===== src/rtl/nnrv_mem_arb.sv =====
// nnrv_mem_arb: shares one single-port memory between IF reads and LS accesses,
// with LS priority, an IF starvation guard and fixed-latency response routing.
module nnrv_mem_arb #(
    parameter int AW         = 32,
    parameter int DW         = 32,
    parameter int MEM_LAT    = 1,
    parameter int STARVE_LIM = 4
) (
    input  logic            i_clk,
    input  logic            i_rst,
    input  logic            i_if_req,
    input  logic [AW-1:0]   i_if_addr,
    output logic            o_if_gnt,
    output logic            o_if_rvalid,
    output logic [DW-1:0]   o_if_rdata,
    input  logic            i_ls_req,
    input  logic            i_ls_we,
    input  logic [AW-1:0]   i_ls_addr,
    input  logic [DW-1:0]   i_ls_wdata,
    input  logic [DW/8-1:0] i_ls_be,
    output logic            o_ls_gnt,
    output logic            o_ls_rvalid,
    output logic [DW-1:0]   o_ls_rdata,
    output logic            o_mem_en,
    output logic            o_mem_we,
    output logic [AW-1:0]   o_mem_addr,
    output logic [DW-1:0]   o_mem_wdata,
    output logic [DW/8-1:0] o_mem_be,
    input  logic [DW-1:0]   i_mem_rdata,
    output logic            o_busy
);
    typedef enum logic {S_IDLE, S_WAIT} state_t;
    localparam logic [2:0] LAT = 3'(MEM_LAT);
    localparam logic [3:0] LIM = 4'(STARVE_LIM);
    state_t     r_state;
    logic [2:0] r_lat_cnt;
    logic [3:0] r_starve_cnt;
    logic       r_owner_ls;
    logic       r_we;
    logic       w_resp, w_slot, w_if_win, w_gnt;
    always_comb begin
        w_resp   = r_state == S_WAIT && r_lat_cnt == LAT;
        // gating with i_rst keeps every combinational output low while reset is held
        w_slot   = i_rst && (r_state == S_IDLE || w_resp);
        w_if_win = i_if_req && (!i_ls_req || r_starve_cnt == LIM);
        o_if_gnt = w_slot && w_if_win;
        o_ls_gnt = w_slot && i_ls_req && !w_if_win;
        w_gnt    = o_if_gnt || o_ls_gnt;
    end
    assign o_mem_en    = w_gnt;
    assign o_mem_we    = o_ls_gnt && i_ls_we;
    assign o_mem_addr  = o_ls_gnt ? i_ls_addr : o_if_gnt ? i_if_addr : '0;
    assign o_mem_wdata = o_ls_gnt ? i_ls_wdata : '0;
    assign o_mem_be    = o_ls_gnt ? i_ls_be : o_if_gnt ? '1 : '0;
    assign o_if_rvalid = w_resp && !r_owner_ls;
    assign o_ls_rvalid = w_resp && r_owner_ls;
    assign o_if_rdata  = o_if_rvalid ? i_mem_rdata : '0;
    assign o_ls_rdata  = (o_ls_rvalid && !r_we) ? i_mem_rdata : '0;
    assign o_busy      = r_state == S_WAIT;
    always_ff @(posedge i_clk or negedge i_rst) begin
        if (!i_rst) begin
            r_state      <= S_IDLE;
            r_lat_cnt    <= '0;
            r_starve_cnt <= '0;
            r_owner_ls   <= 1'b0;
            r_we         <= 1'b0;
        end else begin
            if (w_gnt) begin
                r_state    <= S_WAIT;
                r_lat_cnt  <= 3'd1;
                r_owner_ls <= o_ls_gnt;
                r_we       <= o_mem_we;
            end else if (w_resp) begin
                r_state <= S_IDLE;
            end else if (r_state == S_WAIT) begin
                r_lat_cnt <= r_lat_cnt + 3'd1;
            end
            r_starve_cnt <= (!i_if_req || o_if_gnt) ? 4'd0 :
                            (o_ls_gnt && r_starve_cnt != LIM) ? r_starve_cnt + 4'd1 : r_starve_cnt;
        end
    end
endmodule

===== config.mk =====
export PLATFORM = sky130hd
export DESIGN_NAME = nnrv_mem_arb
export DESIGN_NICKNAME = d
export VERILOG_FILES = /design/src/rtl/nnrv_mem_arb.sv
export SDC_FILE = /design/constraint.sdc
export NUM_CORES = 1
export LEC_CHECK = 0
export ABC_AREA = 1
export BUFFER_PORTS_ARGS = -buffer_cell sky130_fd_sc_hd__buf_2
export CORE_AREA = 8 8 101 103
export CTS_CLUSTER_SIZE = 25
export DETAILED_ROUTE_END_ITERATION = 8
export DIE_AREA = 0 0 109 111
export SKIP_LAST_GASP = 1
export SLEW_MARGIN = 20
export SYNTH_ARGS = -nofsm -noshare
export SYNTH_HDL_FRONTEND = slang
export SYNTH_SLANG_ARGS = --single-unit

===== constraint.sdc =====
create_clock -name i_clk -period 2.6 [get_ports i_clk]
set_clock_uncertainty 0.15 [all_clocks]
set_input_delay 0.52 -clock i_clk [delete_from_list [all_inputs] [get_ports i_clk]]
set_output_delay 0.52 -clock i_clk [all_outputs]
set_load 0.03 [all_outputs]

==> results.yml, run 1 <==
synth:
  synthesis.nets: 503
  ys.warnings.count: 0
  ys_seq_elements: 10
  netlist_area_mm2: 0.00191
  ys_types: 24
  synth_area_per_cell_um2: 5.28
  syn_inst: 362
  ys_seq_area_frac: 0.131
timing:
  hold_slack_ns: 0.121
  setup_viol: 0
  finalSetupTns_ns: 0
  min_period_ns: 2.59
  report.final.slew_viol_count: 0
  finalCritPeriodShare: 0.996
  relSlewSlack: 0.797
  tightest_slew_ns: 0.305
  fmax_mhz: 386
  rsz0062_at_grt: "yes"
  final_hold_viol_count: 0
power:
  p_per_area_mw_per_mm2: 699
  p_leak_uw: 0.00269
  peakVddDrop_mv: 0.274
  p_total_uw: 2740
cells_and_area:
  drive_above_1_share: 0.551
  area_growth_pct: 105
  nNetsFinal: 791
  layout_commonest_cell: "buf_2"
  mostFrequentLayoutCells: "buf_2, nand2_1, inv_1"
  n_fill_cell: 897
  antenna_cells: 0
global_routing:
  grt_overflow: 0
  grtUsageTotal: 0.164
  grt_max_degree: 34
  grt_pass1_wl_um: 16100
  antenna_found_initial: 0
  grt_pass1_vias: 3078
clock_tree:
  cts_buffers: 3
  insertion_delay_ns: 0.24
  cts.sinks: 10
  htreeDepth: 1
  cts_root_buf: "clkbuf_8"
  clockBufferDepth: 2
  clk_pin_slew_ns: 0.05
  cts_tree: "yes"
drt:
  remaining_drc_errors: 0
  ant_nets: 0
  drtIter0Drc: 123
  wl_um: 11500
  viasPerCell: 4.06
  drt_pass1_iterations: 4
  wl_per_cell_um: 15.2
  vias: 3066
critical_path:
  worst-path-max-fanout: 8
  worstSetupEndpointType: "output pin"
  critical_path_class: "reg2out"
  cp.arrival_ns: 1.92
  cp.required_ns: 1.93
  cp-start-kind: "register"
placed_design:
  portBuffers: 275
  gp_congestion: 0.892
  hpwl_um: 9450
run:
  maxCapViolations: 0
floorplan:
  placementRows: 34
  dieArea_mm2: 0.0121
  start_util: 0.223
  io_pins: 276
  die_x_um: 109
  fp.dieH_um: 111
  coreArea_mm2: 0.00855
hold_path:
  hold_class: "in2async"
run_status:
  status: "completed"
[cells by family after synthesis]
group,synth area share
adder cells (fa/ha/maj),0.0262
AO/OA/AOI/OAI,0.0223
XOR/XNOR,0.00917
flip-flops,0.131
AND/OR/NAND/NOR,0.582
buffers and inverters,0.229
[final cells by class]
| type | instances | area, um2 | share of cell area |
|---|---|---|---|
| repair buffers | 299 | 1900 | 0.484 |
| multi-input cells | 255 | 1290 | 0.329 |
| inverters | 81 | 307 | 0.0781 |
| flip-flops and latches | 10 | 251 | 0.0641 |
| well taps | 108 | 135 | 0.0344 |
| clock buffers | 3 | 41.3 | 0.0105 |
[power breakdown]
part | switching (uW) | internal (uW) | total [uW]
clock network | 61.3 | 101 | 163
registers | 53.9 | 204 | 258
logic | 1510 | 808 | 2320
[Yosys cell counts (all sizes together)]
library cell	number	area, um2
nand3	3	15.0
or2	2	12.5
inv	81	304
buf	16	134
nor2	104	562
o21ai	2	10.0
dfrtp	10	250
o21bai	1	7.51
ha	4	50.1
xor2	2	17.5
nand2	129	504
a21oi	5	25.0
nand4	3	18.8
[registers in the layout, indices dropped and copies added (netlist names)]
register	count
r_owner_ls	1
r_we	1
o_busy	1
r_lat_cnt	3
r_starve_cnt	4
[worst paths after layout]
path / endpoint / from / slack (ns) / cells after the start
min in group i_clk: r_we$_DFFE_PN0P_ / r_we$_DFFE_PN0P_ / 0.35 / 2
max in group asynchronous: r_starve_cnt[1]$_DFFE_PN0P_ / i_rst / 1.62 / 2
min: r_lat_cnt[1]$_DFFE_PN0P_ / i_rst / 0.12 / 2
max reg2reg: r_lat_cnt[1]$_DFFE_PN0P_ / r_starve_cnt[1]$_DFFE_PN0P_ / 0.87 / 10
max: o_mem_addr[15] / r_starve_cnt[1]$_DFFE_PN0P_ / 0.01 / 11
min reg2reg: r_we$_DFFE_PN0P_ / r_we$_DFFE_PN0P_ / 0.35 / 2
[layer usage]
layer	track usage	up-vias	routed length, um
met3	0.0494	12	1310
met4	0.0301	0	163
met2	0.325	170	6090
met5	0	-	0
met1	0.158	1301	3940
li1	-	1583	-
[per-stage QoR]
stage	instances	setup WS, ns	util	cell area, um2
floorplan	362	0.0976	-	1910
global placement	737	0.218	0.396	3390
detailed placement	737	0.155	0.396	3390
CTS	747	0.00199	0.420	3590
global route	756	-0.0368	0.459	3930
finish	756	0.0106	0.459	3930
[critical path, stage by stage (launching register included)]
cell	delay (ns)
dfrtp_1	0.39
inv_1	0.10
ha_4	0.14
nand2_2	0.05
nand2_2	0.11
nand3_4	0.10
nor2_4	0.19
buf_12	0.15
clkbuf_16	0.15
nand2_1	0.06
nand2_1	0.09
buf_6	0.14
[what timing repair did]
action | 4_1_cts | 5_1_grt
pin swaps | 2 | 10
setup buffers | 4 | 5
hold buffers | 1 | 0
endpoints found under the setup margin | 95 | 119
resized for setup | 23 | 88
gates cloned | 2 | 4
endpoints found under the hold margin | 2 | 0
Power figures use the tool's default switching activity.
==> run 2: changes to the inputs <==
--- a/config.mk
+++ b/config.mk
@@ -5,12 +5,12 @@
 export SDC_FILE = /design/constraint.sdc
 export NUM_CORES = 1
 export LEC_CHECK = 0
-export ABC_AREA = 1
 export BUFFER_PORTS_ARGS = -buffer_cell sky130_fd_sc_hd__buf_2
-export CORE_AREA = 8 8 101 103
+export CORE_AREA = 8 8 100 102
 export CTS_CLUSTER_SIZE = 25
 export DETAILED_ROUTE_END_ITERATION = 8
-export DIE_AREA = 0 0 109 111
+export DIE_AREA = 0 0 108 110
+export GPL_TIMING_DRIVEN = 0
 export SKIP_LAST_GASP = 1
 export SLEW_MARGIN = 20
 export SYNTH_ARGS = -nofsm -noshare
==> run 2 against run 1 <==
Effect of this change: the run now ends with negative setup slack left; largest power group unchanged; count of clock-buffer cells in the layout is 1 higher; via count up 4.8%; highest routed layer unchanged; utilization increased by 4.6 points; register-to-register slack lost 0.15 ns.
==> results.yml, run 2 <==
critical_path:
  reg2reg_from: "r_starve_cnt[0]$_DFFE_PN0P_"
  startpoint: "r_starve_cnt[0]$_DFFE_PN0P_"
  worstSetupEndpointType: "output pin"
  cp.arrival_ns: 1.96
  cp.required_ns: 1.93
  cp-start-kind: "register"
  critical_path_class: "reg2out"
  worst-path-max-fanout: 7
cells_and_area:
  drive_above_1_share: 0.650
  nNetsFinal: 730
  largest_register_ffs: 4
  fin_area_mm2: 0.00428
  fin_cells: 696
  reg.largest.list: "r_starve_cnt x4, r_lat_cnt x3"
  top_register: "r_starve_cnt"
  area_growth_pct: 132
  mostFrequentLayoutCells: "buf_2, and2_1, buf_6"
  layout_commonest_cell: "buf_2"
  n_fill_cell: 866
  antenna_cells: 0
synth:
  synth_area_leader_cell: "and2_1"
  synthesis.nets: 430
  ys_types: 37
  ys_seq_elements: 10
  syn_inst: 289
  ys_seq_area_frac: 0.136
  synth_top_area_share: 0.329
  synth_area_per_cell_um2: 6.39
  synth_area_leaders: "and2_1, dfrtp_1, a21oi_1"
  synth_edf_count: 0
  synth_ff_type: "dfrtp_1"
  ys.warnings.count: 0
  yosysMostFrequentCell: "and2_1"
  netlist_area_mm2: 0.00185
  synth_common_cells: "and2_1, nand2_1, a21oi_1, nand3_1"
  async_flop_share: 1.00
clock_tree:
  cts_buffers: 3
  clk_pin_slew_ns: 0.05
  cts.sinks: 10
  htreeDepth: 1
  cts_root_buf: "clkbuf_8"
  insertion_delay_ns: 0.24
  cts_tree: "yes"
  cts_hold_buffers: 0
  clockBufferDepth: 2
drt:
  ant_nets: 0
  wl_per_cell_um: 18.8
  drtIter0Drc: 157
  viasPerCell: 4.61
  drt_pass1_iterations: 6
  remaining_drc_errors: 0
  wl_um: 13100
  vias: 3212
power:
  clockPowerShare: 0.069
  swShare: 0.548
  peakVddDrop_mv: 0.277
  combPwrFrac: 0.841
  power_frac_seq: 0.090
  internal_power_uw: 1310
  p_per_area_mw_per_mm2: 680
  p_leak_uw: 0.00235
  switchingPower_uw: 1590
timing:
  worst_slack_ns: -0.0337
  tightest_slew_ns: 0.483
  min_period_ns: 2.63
  final_hold_viol_count: 0
  fmax_mhz: 380
  setup_viol: 37
  rsz0062_at_grt: "yes"
  report.final.slew_viol_count: 0
  finalCritPeriodShare: 1.01
  relSlewSlack: 0.678
placed_design:
  dp_slack_ns: -0.0422
  detailed_place.area_mm2: 0.00335
  hpwl_um: 10700
  gp_congestion: 0.872
  portBuffers: 273
  dpl.cell_count: 670
global_routing:
  antenna_found_initial: 0
  grt_pass1_wl_um: 18000
  grtUsageTotal: 0.192
  grt_overflow: 0
  grt_max_degree: 14
  grt_pass1_vias: 3242
floorplan:
  start_util: 0.218
  placementRows: 34
  fp.dieH_um: 110
  dieArea_mm2: 0.0119
  die_x_um: 108
  io_pins: 276
  coreArea_mm2: 0.00847
run_status:
  status: "finished with violations"
  violations: "negative setup slack"
hold_path:
  hold_class: "in2async"
run:
  maxCapViolations: 0
==> run 2: cells by family (layout without fill, tap and decap cells) <==
| family | count (synthesis) | after routing | share of synthesized area |
|---|---|---|---|
| compound gates | 52 | 52 | 0.174 |
| xor+xnor | 1 | 1 | 0.00474 |
| fa+ha+maj | 4 | 4 | 0.0271 |
| buf+inv | 31 | 330 | 0.0860 |
| flops | 10 | 10 | 0.136 |
| mux | 1 | 1 | 0.00610 |
| simple gates | 190 | 190 | 0.566 |
==> run 2: timing repair <==
item,CTS,global route
endpoints found under the setup margin,129,129
cloned,4,0
pin swaps,5,24
gates resized for setup,138,100
setup buffers,12,7
==> run 2: routing by layer <==
metal,vias up,part of all wire,global-route usage
met4,0,0.021,0.0565
met5,-,0,0
met1,1486,0.37,0.209
met3,14,0.091,0.0587
met2,167,0.52,0.351
li1,1545,-,-
==> run 2: final timing paths <==
check                                                   end  slack [ns]  depth (start not counted)
min in group i_clk                         r_we$_DFFE_PN0P_        0.34                          1
worst max-delay path                         o_mem_addr[24]       -0.03                          9
worst min-delay path            r_starve_cnt[1]$_DFFE_PN0P_        0.01                          1
max in group asynchronous          r_lat_cnt[2]$_DFFE_PN0P_        2.05                          1
worst max register to register             r_we$_DFFE_PN0P_        0.72                          9
worst min register to register             r_we$_DFFE_PN0P_        0.34                          1
==> run 2: through the flow <==
step           power (uW)   util  hold WS, ns  TNS (ns)
5_1_grt              3070  0.505       0.0312     -8.39
6_report             2910  0.505       0.0124    -0.356
3_5_place_dp         2200  0.396        0.261    -0.121
3_3_place_gp         2190  0.396        0.266   -0.0653
4_1_cts              2730  0.469       0.0137    -0.242
2_1_floorplan        1570      -       0.0744         0
==> run 2: final cells by class <==
class	count	area, um2	area share
multi-input cells	248	1620	0.378
clock buffers	4	55.1	0.0129
inverters	6	22.5	0.00526
flip-flops and latches	10	250	0.0585
repair buffers	295	1960	0.458
plain buffers	25	238	0.0556
well taps	108	135	0.0316
==> run 2: power by group through the flow <==
stage          clock network (uW)  registers [uW]  logic, uW
2_1_floorplan                   0             265       1310
3_3_place_gp                    0             257       1930
3_5_place_dp                    0             261       1940
4_1_cts                       204             256       2270
5_1_grt                       217             270       2580
6_report                      202             261       2440
==> run 2: worst max-delay path, cell delays in order, from the launching register on <==
cell     delay [ns]
dfrtp_1        0.37
inv_2          0.06
ha_4           0.15
and3b_2        0.23
o21ai_4        0.17
buf_12         0.14
buf_6          0.12
nand3_1        0.08
a21oi_1        0.17
buf_2          0.22
==> run 3: changes to the inputs <==
--- a/config.mk
+++ b/config.mk
@@ -5,11 +5,12 @@
 export SDC_FILE = /design/constraint.sdc
 export NUM_CORES = 1
 export LEC_CHECK = 0
-export BUFFER_PORTS_ARGS = -buffer_cell sky130_fd_sc_hd__buf_2
-export CORE_AREA = 8 8 100 102
+export ABC_AREA = 1
+export BUFFER_PORTS_ARGS = -buffer_cell sky130_fd_sc_hd__clkbuf_2
+export CORE_AREA = 8 8 101 103
 export CTS_CLUSTER_SIZE = 25
 export DETAILED_ROUTE_END_ITERATION = 8
-export DIE_AREA = 0 0 108 110
+export DIE_AREA = 0 0 109 111
 export GPL_TIMING_DRIVEN = 0
 export SKIP_LAST_GASP = 1
 export SLEW_MARGIN = 20
==> run 3 against run 2 <==
Effect of this change: the run now ends clean; sequential share of layout area increased by 0.38 points; utilization shrank 3.3 points; non-clock buffer count is 16 lower; register-to-register slack better by 0.14 ns; design area is 5.7% lower.
==> results.yml, run 3 (same netlist as run 1, synthesis figures left out) <==
run_status:
  status: "completed"
floorplan:
  start_util: 0.223
  fp.dieH_um: 111
  io_pins: 276
  dieArea_mm2: 0.0121
  placementRows: 34
  coreArea_mm2: 0.00855
  die_x_um: 109
global_routing:
  grt_max_degree: 14
  antenna_found_initial: 0
  grtUsageTotal: 0.164
  grt_overflow: 0
  grt_pass1_vias: 3202
  grt_pass1_wl_um: 16200
drt:
  wl_um: 11100
  viasPerCell: 4.09
  remaining_drc_errors: 0
  drtIter0Drc: 133
  vias: 3114
  ant_nets: 0
  wl_per_cell_um: 14.6
  drt_pass1_iterations: 4
timing:
  finalCritPeriodShare: 0.985
  finalSetupTns_ns: 0
  fmax_mhz: 390
  min_period_ns: 2.56
  setup_viol: 0
  worst_slack_ns: 0.0390
  final_hold_viol_count: 0
  tightest_slew_ns: 0.382
  report.final.slew_viol_count: 0
  rsz0062_at_grt: "yes"
  relSlewSlack: 0.746
  hold_slack_ns: 0.0319
placed_design:
  portBuffers: 275
  gp_congestion: 0.926
  hpwl_um: 9530
  dp_slack_ns: -0.0737
cells_and_area:
  mostFrequentLayoutCells: "clkbuf_2, nand2_1, inv_1"
  drive_above_1_share: 0.554
  seq_area_um2: 251
  n_fill_cell: 876
  layout_commonest_cell: "clkbuf_2"
  antenna_cells: 0
  largest_register_ffs: 4
  nNetsFinal: 796
  reg.largest.list: "r_starve_cnt x4, r_lat_cnt x3"
  multi_input_area_mm2: 0.00128
  top_register: "r_starve_cnt"
  area_growth_pct: 111
power:
  clockPowerShare: 0.067
  switchingPower_uw: 1650
  internal_power_uw: 1200
  peakVddDrop_mv: 0.264
  p_leak_uw: 0.00268
  p_total_uw: 2850
  p_per_area_mw_per_mm2: 707
  power_frac_seq: 0.088
  swShare: 0.578
  combPwrFrac: 0.844
critical_path:
  cp.arrival_ns: 1.89
  worstSetupEndpointType: "output pin"
  cp-start-kind: "register"
  critical_path_class: "reg2out"
  worst-path-max-fanout: 10
  cp.required_ns: 1.93
clock_tree:
  cts_tree: "yes"
  clk_pin_slew_ns: 0.05
  clockBufferDepth: 2
  cts_hold_buffers: 0
  insertion_delay_ns: 0.23
  cts_buffers: 3
  cts_root_buf: "clkbuf_8"
  cts.sinks: 10
  htreeDepth: 1
hold_path:
  hold_class: "in2async"
run:
  maxCapViolations: 0
[run 3: cell count changes in the layout (fill, tap and decap cells not counted), moves of 16 or more]
cell	before	now
a21oi_2	17	0
buf_6	61	28
nor2_1	5	68
and2_1	75	0
buf_2	196	19
nand3_1	34	2
a21oi_1	21	5
inv_1	1	76
clkbuf_2	1	189
nor2_2	0	19
nand2_1	41	120
and2_4	22	0
[run 3: final cells by class]
class | count | area share
Buffer | 16 | 0.0462
Tap cell | 108 | 0.0335
Inverter | 81 | 0.0784
Timing Repair Buffer | 288 | 0.448
Multi-Input combinational cell | 255 | 0.318
Sequential cell | 10 | 0.0623
Clock buffer | 4 | 0.0136
[run 3: critical path: stages, from the launching register on]
cell	delay (ns)
dfrtp_1	0.39
inv_1	0.07
ha_2	0.19
nand2_4	0.07
nor2_2	0.09
nand2_1	0.07
or2_1	0.21
buf_6	0.14
buf_12	0.15
nor2_2	0.12
buf_6	0.15
[run 3: what timing repair did]
item | 4_1_cts | 5_1_grt
hold endpoints to repair | 0 | 0
gates cloned | 1 | 0
buffers inserted | 5 | 7
pin swaps | 2 | 4
gates resized for setup | 47 | 215
setup endpoints to repair | 71 | 128
[run 3: metrics by stage]
stage | utilization | cell area (um2) | std cells
detailed placement | 0.400 | 3420 | 745
finish | 0.472 | 4040 | 762
global placement | 0.400 | 3420 | 745
CTS | 0.432 | 3690 | 755
floorplan | - | 1910 | 362
global route | 0.472 | 4040 | 762
[run 3: power by group through the flow]
stage          combinational (uW)  sequential (uW)  clock [uW]
2_1_floorplan                1470              259           0
3_3_place_gp                 2080              251           0
3_5_place_dp                 2090              255           0
4_1_cts                      2200              253         197
5_1_grt                      2570              261         203
6_report                     2410              252         192
[run 3: worst paths after layout]
kind	cells past startpoint	end	start	slack [ns]
min reg2reg	2	r_we$_DFFE_PN0P_	r_we$_DFFE_PN0P_	0.34
max in group asynchronous	1	r_starve_cnt[1]$_DFFE_PN0P_	i_rst	2.00
min in group i_clk	2	r_we$_DFFE_PN0P_	r_we$_DFFE_PN0P_	0.34
max reg2reg	10	r_we$_DFFE_PN0P_	r_lat_cnt[0]$_DFFE_PN0P_	0.86
max	10	o_ls_rdata[13]	r_lat_cnt[1]$_DFFE_PN0P_	0.04
min	1	r_starve_cnt[3]$_DFFE_PN0P_	i_rst	0.03
[run 3: routing by layer]
layer  up-vias  global-route usage  routed length, um
li1       1596                   -                  -
met1      1330               0.157               3900
met2       180               0.325               5900
met3         8              0.0576               1230
met4         0              0.0228                 79
met5         -                   0                  0
